--- src/rtl/fetch_sequencer.sv ---
// Instruction fetch sequencer for the non-pipelined LEGv8 core.
// Owns the program counter, hides the one-cycle read latency of the
// synchronous instruction memory, buffers one instruction across consumer
// stalls, squashes in-flight fetches on redirects and traps bad addresses.
module fetch_sequencer #(
   parameter int unsigned        WORD_W    = 64,
   parameter int unsigned        INSTR_LEN = 32,
   parameter logic [WORD_W-1:0]  RESET_PC  = '0,
   parameter int unsigned        SIZE      = 1024
) (
   input  logic                 clk,
   input  logic                 reset,
   output logic [WORD_W-1:0]    mem_address,
   input  logic [INSTR_LEN-1:0] mem_instruction,
   input  logic                 stall,
   input  logic                 redirect,
   input  logic [WORD_W-1:0]    redirect_pc,
   output logic [INSTR_LEN-1:0] instr_out,
   output logic [WORD_W-1:0]    pc_out,
   output logic                 instr_valid,
   output logic                 fault,
   output logic [WORD_W-1:0]    fault_pc,
   output logic [31:0]          fetch_count
);

   typedef enum logic [1:0] {
      ST_RUN,
      ST_STALLED,
      ST_FAULT
   } state_e;

   localparam logic [WORD_W-1:0] SIZE_W = WORD_W'(SIZE);
   localparam logic [WORD_W-1:0] STEP_W = WORD_W'(4);

   state_e                 state_q, state_d;
   logic [WORD_W-1:0]      pc_q, pc_d;
   logic [WORD_W-1:0]      rsp_pc_q, rsp_pc_d;
   logic                   rsp_valid_q, rsp_valid_d;
   logic                   hold_valid_q, hold_valid_d;
   logic [INSTR_LEN-1:0]   hold_instr_q, hold_instr_d;
   logic [WORD_W-1:0]      fault_pc_q, fault_pc_d;
   logic [31:0]            fetch_count_q, fetch_count_d;

   logic                   accept;
   logic                   advance;
   logic                   bad_addr;

   // Output view: memory address tracks the PC, the hold register overrides
   // the raw memory data while a stalled instruction is being presented.
   always_comb begin
      mem_address = pc_q;
      pc_out      = rsp_pc_q;
      instr_valid = rsp_valid_q && (state_q != ST_FAULT);
      instr_out   = hold_valid_q ? hold_instr_q : mem_instruction;
      fault       = (state_q == ST_FAULT);
      fault_pc    = fault_pc_q;
      fetch_count = fetch_count_q;
   end

   // Handshake and address-check terms shared by the next-state logic.
   always_comb begin
      accept   = instr_valid && !stall;
      advance  = !stall || !rsp_valid_q;
      bad_addr = (pc_q[1:0] != 2'b00) || ((pc_q >> 2) >= SIZE_W);
   end

   // Next-state logic, in priority order redirect, fault, stall, advance.
   always_comb begin
      // NOTE: every signal gets a hold-value default first so no path through
      // the priority chain leaves it unassigned and infers a latch.
      state_d       = state_q;
      pc_d          = pc_q;
      rsp_pc_d      = rsp_pc_q;
      rsp_valid_d   = rsp_valid_q;
      hold_valid_d  = hold_valid_q;
      hold_instr_d  = hold_instr_q;
      fault_pc_d    = fault_pc_q;
      fetch_count_d = fetch_count_q + {31'd0, accept};

      if (redirect) begin
         pc_d         = redirect_pc;
         rsp_valid_d  = 1'b0;
         hold_valid_d = 1'b0;
         state_d      = ST_RUN;
      end else if (state_q == ST_FAULT) begin
         // Parked until a redirect or reset.
      end else if (advance) begin
         if (bad_addr) begin
            state_d      = ST_FAULT;
            fault_pc_d   = pc_q;
            rsp_valid_d  = 1'b0;
            hold_valid_d = 1'b0;
         end else begin
            rsp_pc_d     = pc_q;
            rsp_valid_d  = 1'b1;
            pc_d         = pc_q + STEP_W;
            hold_valid_d = 1'b0;
            state_d      = ST_RUN;
         end
      end else begin
         // Stalled with a live response: capture the first stalled value only;
         // the memory keeps reading the successor at pc_q.
         if (!hold_valid_q) begin
            hold_instr_d = mem_instruction;
            hold_valid_d = 1'b1;
         end
         state_d = ST_STALLED;
      end
   end

   // Control state with synchronous reset.
   always_ff @(posedge clk) begin
      // NOTE: sequential state uses non-blocking assignments so every flop
      // samples the pre-edge values regardless of statement order.
      if (reset) begin
         state_q       <= ST_RUN;
         pc_q          <= RESET_PC;
         rsp_pc_q      <= '0;
         rsp_valid_q   <= 1'b0;
         hold_valid_q  <= 1'b0;
         fault_pc_q    <= '0;
         fetch_count_q <= '0;
      end else begin
         state_q       <= state_d;
         pc_q          <= pc_d;
         rsp_pc_q      <= rsp_pc_d;
         rsp_valid_q   <= rsp_valid_d;
         hold_valid_q  <= hold_valid_d;
         fault_pc_q    <= fault_pc_d;
         fetch_count_q <= fetch_count_d;
      end
   end

   // Hold data register.
   always_ff @(posedge clk) begin
      // NOTE: the data word needs no reset; hold_valid_q gates every use of it.
      hold_instr_q <= hold_instr_d;
   end

endmodule

--- config.mk ---
export PLATFORM = sky130hd
export DESIGN_NAME = fetch_sequencer
export DESIGN_NICKNAME = d
export VERILOG_FILES = /design/src/rtl/fetch_sequencer.sv
export SDC_FILE = /design/constraint.sdc
export NUM_CORES = 1
export LEC_CHECK = 0
export ABC_AREA = 1
export CORE_ASPECT_RATIO = 1.2
export CORE_MARGIN = 4
export CORE_UTILIZATION = 25
export DETAILED_ROUTE_END_ITERATION = 16
export PLACE_DENSITY = 0.47
export SLEW_MARGIN = 30
export SYNTH_ARGS = -nofsm -noshare
export SYNTH_HDL_FRONTEND = slang
export SYNTH_SLANG_ARGS = --single-unit
--- constraint.sdc ---
create_clock -name clk -period 7.1 [get_ports clk]
set_clock_uncertainty 0.2 [all_clocks]
set_input_delay 1.775 -clock clk [delete_from_list [all_inputs] [get_ports clk]]
set_output_delay 1.775 -clock clk [all_outputs]
set_load 0.1 [all_outputs]
Yosys cells after proc, flatten, opt, wreduce, memory -nomap -nowiden --
Index checks and enable logic that the tools add are counted.
Storage, ports and cells: bits in registers 260, bits in latches 0, RAM bits 0, memory bits (read-only) 0, input port bits 100, word-level logic and storage cells 42, memories kept 0
Cells by class: $add $sub $neg 2, multiply operators 0, divide/modulo/power cells 0, magnitude comparators 1, equal/unequal tests 4, shift operators 0, multiplexer cells 9, bitwise operators 4, reductions and logical operators 14
Operator list (number):
- 64-bit 2-to-1 mux | 4
- 64-bit by 3-bit adder with 64-bit output (second input constant) | 1
- 62-bit by 11-bit greater-or-equal comparator with 1-bit output (second input constant) | 1
- 32-bit by 1-bit adder with 32-bit output | 1
- 32-bit 2-to-1 mux | 1
- 4-bit AND reduction | 2
- 2-bit inequality test (second input constant) | 3
- 3-bit AND reduction | 2
- 2-bit 2-to-1 mux | 2
- 1-bit NOT | 4
- 2-bit nonzero test | 2
- 2-bit == test (second input constant) | 1
- 1-bit logical AND | 2
- 1-bit zero test | 2
- 1-bit logical OR | 2
- 1-bit 2-to-1 mux | 2
- 2-bit AND reduction | 1
- 2-bit OR reduction | 1

Depth between registers and ports, before layout --
depth in word-level cells 6, depth in mapped cells 14, mapped depth without buffers 14

Least setup slack after synthesis --
OpenSTA, ideal clock, no wires.
path kind in2out, start in mem_instruction[0], end out instr_out[0], data arrival time 2.252 ns, setup slack 2.873 ns, stages 1, path buffers 0, cells stage by stage mux2_2
On the way: longest elaborated chain between the ends 1
Ends and longest elaborated chain:
- start, declared | RTL line 14 | input logic [INSTR_LEN-1:0] mem_instruction,
- 32-bit 2-to-1 mux
- end, declared | RTL line 18 | output logic [INSTR_LEN-1:0] instr_out,
Every way passes these cells.

Final worst setup path --
start in mem_instruction[28], end out instr_out[28]
The elaborated chain is that of the path after synthesis.

==> metrics.md <==
| Metric | Value |
|---|---|
| Status | `finished clean` |
| Seq/Total Area, Yosys | `roughly 52%` |
| Initial core utilization | `25.3%` |
| Post-route cell area | `approximately 16000 um^2` |
| DR iter-0 viols | `401` |
| Cell Area, Synth | `~11000 um^2` |
| Num CTS Buffers | `30` |
| Layout cells sized above 1 | `under 10%` |
| Largest net degree at the start of global routing | `86` |
| Static leakage | `between 6 and 7 nW` |
| Post-CTS setup buffer count | `0` |
| Switching power | `approximately 1.3 mW` |
| PD cells | `approximately 270 nW/um^2` |
| Port Buffers | `about 360` |
| Congestion Overflow GR | `0` |
| WL/cell | `about 16 um` |
| Initial antenna violation count | `3` |
| Max VDD drop | `around 210 uV` |
| WP data required | `a little over 5 ns` |
| Kind of critical path | `in2out` |
| Netlist cell types | `32` |
| Hold Vio Cnt, Final | `0` |
| Crit end category | `output port` |
| Root Driver | `clkbuf_16` |
| CP max stage cell | `clkdlybuf4s50_1` |
| Fin crit share | `between 70% and 80%` |
| Via density | `4.26` |
| Final Wtd Congestion | `0.851` |
| Via count | `between 9000 and 10000` |
| Area contributors post-synth | `dfxtp_1, nand2_1, nor2_1, edfxtp_1, inv_1` |
| Post-Synthesis Cells | `between 1000 and 1500` |
| Nature of the critical path startpoint | `primary input` |
| Post-synth EDFFs | `32` |
| Slew @ Worst Pin | `roughly 1.0 ns` |
| Area leader, netlist | `dfxtp_1` |
| Internal Power | `2.86 mW` |
| Vias in the first global route | `9578` |
| Crit path DAT | `~3.6 ns` |
| Fill cell count | `between 4000 and 5000` |
| Share of the synthesized area in the top cell type | `between 40% and 50%` |
| # IOs | `about 360` |
| Largest stage delay on the critical path | `between 1 and 1.5 ns` |
| Commonest non-fill, non-tap cell in the layout | `nand2_1` |
| Bufs on Longest Clock Path | `3` |
| Most common cell on crit path | `clkdlybuf4s50_1` |
| Syn-to-layout area delta | `48.3%` |
| Async S/R FF share, synth | `0%` |
| Slew Limit Fails | `0` |
| TritonRoute pass-1 iters | `6` |
| Register bit total from synthesis | `between 200 and 300` |
| Placed inst area | `roughly 14000 um^2` |
| Die area | `about 45000 um^2` |
| Syn_area_per_cell | `7.53 um^2` |
| Combinational Power Share | `between 10% and 20%` |
| Commonest non-fill, non-tap cells in the layout | `nand2_1, clkdlybuf4s50_1, nor2_1, dfxtp_1, inv_1` |
| Final setup violation count | `0` |
| Slew margin rel. | `a little under a third` |
| Hold Path Class | `reg2reg` |
| Post-DP HPWL | `between 20000 and 30000 um` |
| Clock transition at path regs | `0.06 ns` |
| H-tree lvl count | `1` |
| Fmax | `around 180 MHz` |
| Max Fanout on Critical Path | `2` |
| Routed WL | `36900 um` |
| First-pass GRT wire length | `around 57000 um` |
| CTS Sinks | `between 200 and 300` |
| Final ANT Viol Nets | `0` |
| DR DRC count | `0` |
| Setup TNS | `0 ns` |
| Total of max-cap violations | `0` |
| Clock power share | `between 40 and 50%` |
| Die W | `approximately 200 um` |
| RSZ-0062 raised after global routing | `false` |
| CP Cell Sequence | `clkdlybuf4s50_1, mux2_2, clkdlybuf4s50_1` |
| Switching portion of total power | `31.1%` |
| CTS resizes | `0` |
| Core region area | `around 42000 um^2` |
| Synth Net Count | `about 1500` |
| Number of cell rows | `82` |
| Part of the power in registers | `around 38%` |
| Clk Latency, worst-skew pair | `roughly 0.57 ns` |
| Synth warn | `0` |
| Minimum clock period | `between 5 and 6 ns` |
| Die height | `about 230 um` |
| # hold bufs at CTS | `0` |
| Fin nets | `between 1500 and 2000` |
| GRT Util Overall | `15.3%` |
| Most common flop cell mapped by yosys | `dfxtp_1` |
| CTS tree | `built` |
[worst max-delay path, delay by kind of cell]
| family | cells | cell delay, ns |
|---|---|---|
| multiplexers | 1 | 0.17 |
| buffers and inverters | 2 | 1.63 |
[worst paths after layout]
check | startpoint | endpoint | slack (ns) | depth (start not counted)
max | mem_instruction[28] | instr_out[28] | 1.55 | 3
min | pc_out[15]$_SDFFE_PP0P_ | pc_out[15]$_SDFFE_PP0P_ | 0.24 | 2
max reg2reg | state_q[0]$_SDFFE_PP0N_ | mem_address[12]$_SDFFE_PP0P_ | 3.77 | 8
min reg2reg | pc_out[15]$_SDFFE_PP0P_ | pc_out[15]$_SDFFE_PP0P_ | 0.24 | 2
[kinds of logic (layout without fill, tap and decap cells)]
kind of cell / after synthesis / count (layout) / synth area share (%)
and+or+nand+nor: 805 / 805 / 30.8
DFF: 259 / 259 / 52.3
buffers and inverters: 187 / 536 / 7.18
AOI/OAI and AO/OA: 100 / 100 / 4.83
muxes: 32 / 32 / 3.42
xor gates and xnor gates: 11 / 11 / 0.916
adders and majority gates: 4 / 4 / 0.476
other: 0 / 2 / 0
[sequential cells by signal (all words and copies together) (netlist names)]
name and flops:
fault_pc 64, fetch_count 32, hold_instr_q 32, mem_address 64, pc_out 64, rsp_valid_q 1, state_q 2
[metal layers]
layer,routed length [um],global-route usage [%],up-vias
li1,-,-,4996
met2,17700,26.5,261
met5,27,0,-
met1,15500,18.7,4460
met4,815,4.04,4
met3,2790,4.56,48
[synth_stat cells (all sizes together) (4+ instances only)]
| library cell | n |
|---|---|
| mux2 | 32 |
| clkbuf | 33 |
| ha | 4 |
| nand3b | 9 |
| a21oi | 79 |
| dfxtp | 227 |
| buf | 41 |
| o21ai | 18 |
| or2 | 8 |
| nor2 | 312 |
| edfxtp | 32 |
| nor3 | 12 |
| nor3b | 4 |
| xor2 | 5 |
| nand3 | 60 |
| nand2 | 387 |
| xnor2 | 6 |
| inv | 113 |
| nand4 | 12 |
[power by group through the flow]
stage                     sequential (mW)  clock, mW  combinational, mW
after global routing                 1.58       1.90              0.850
after floorplan                      1.95          0              0.246
after detailed placement             1.61          0              0.814
after global placement               1.61          0              0.817
final                                1.58       1.77              0.807
after CTS                            1.58       1.84              0.816
[stage by stage]
step	std cells	power [mW]	utilization [%]	setup slack (ns)	hold WS, ns
after floorplan	1398	2.20	-	2.87	0.324
after global placement	2235	2.42	34.9	1.58	0.226
after detailed placement	2235	2.42	34.7	1.56	0.227
after CTS	2291	4.23	37.4	1.55	0.238
after global routing	2294	4.33	37.4	1.52	0.252
final	2295	4.15	37.4	1.55	0.236
[cell type report]
type | count | area [um^2] | share of cell area (%)
multi-input combinational | 952 | 4290 | 27.5
tap | 546 | 683 | 4.38
clock inverter | 16 | 262 | 1.68
sequential | 259 | 5510 | 35.3
antenna | 2 | 5.00 | 0.0321
clock buffer | 40 | 883 | 5.66
inverter | 113 | 425 | 2.73
timing repair buffer | 367 | 3550 | 22.8
(Power assumes the default switching activity.)
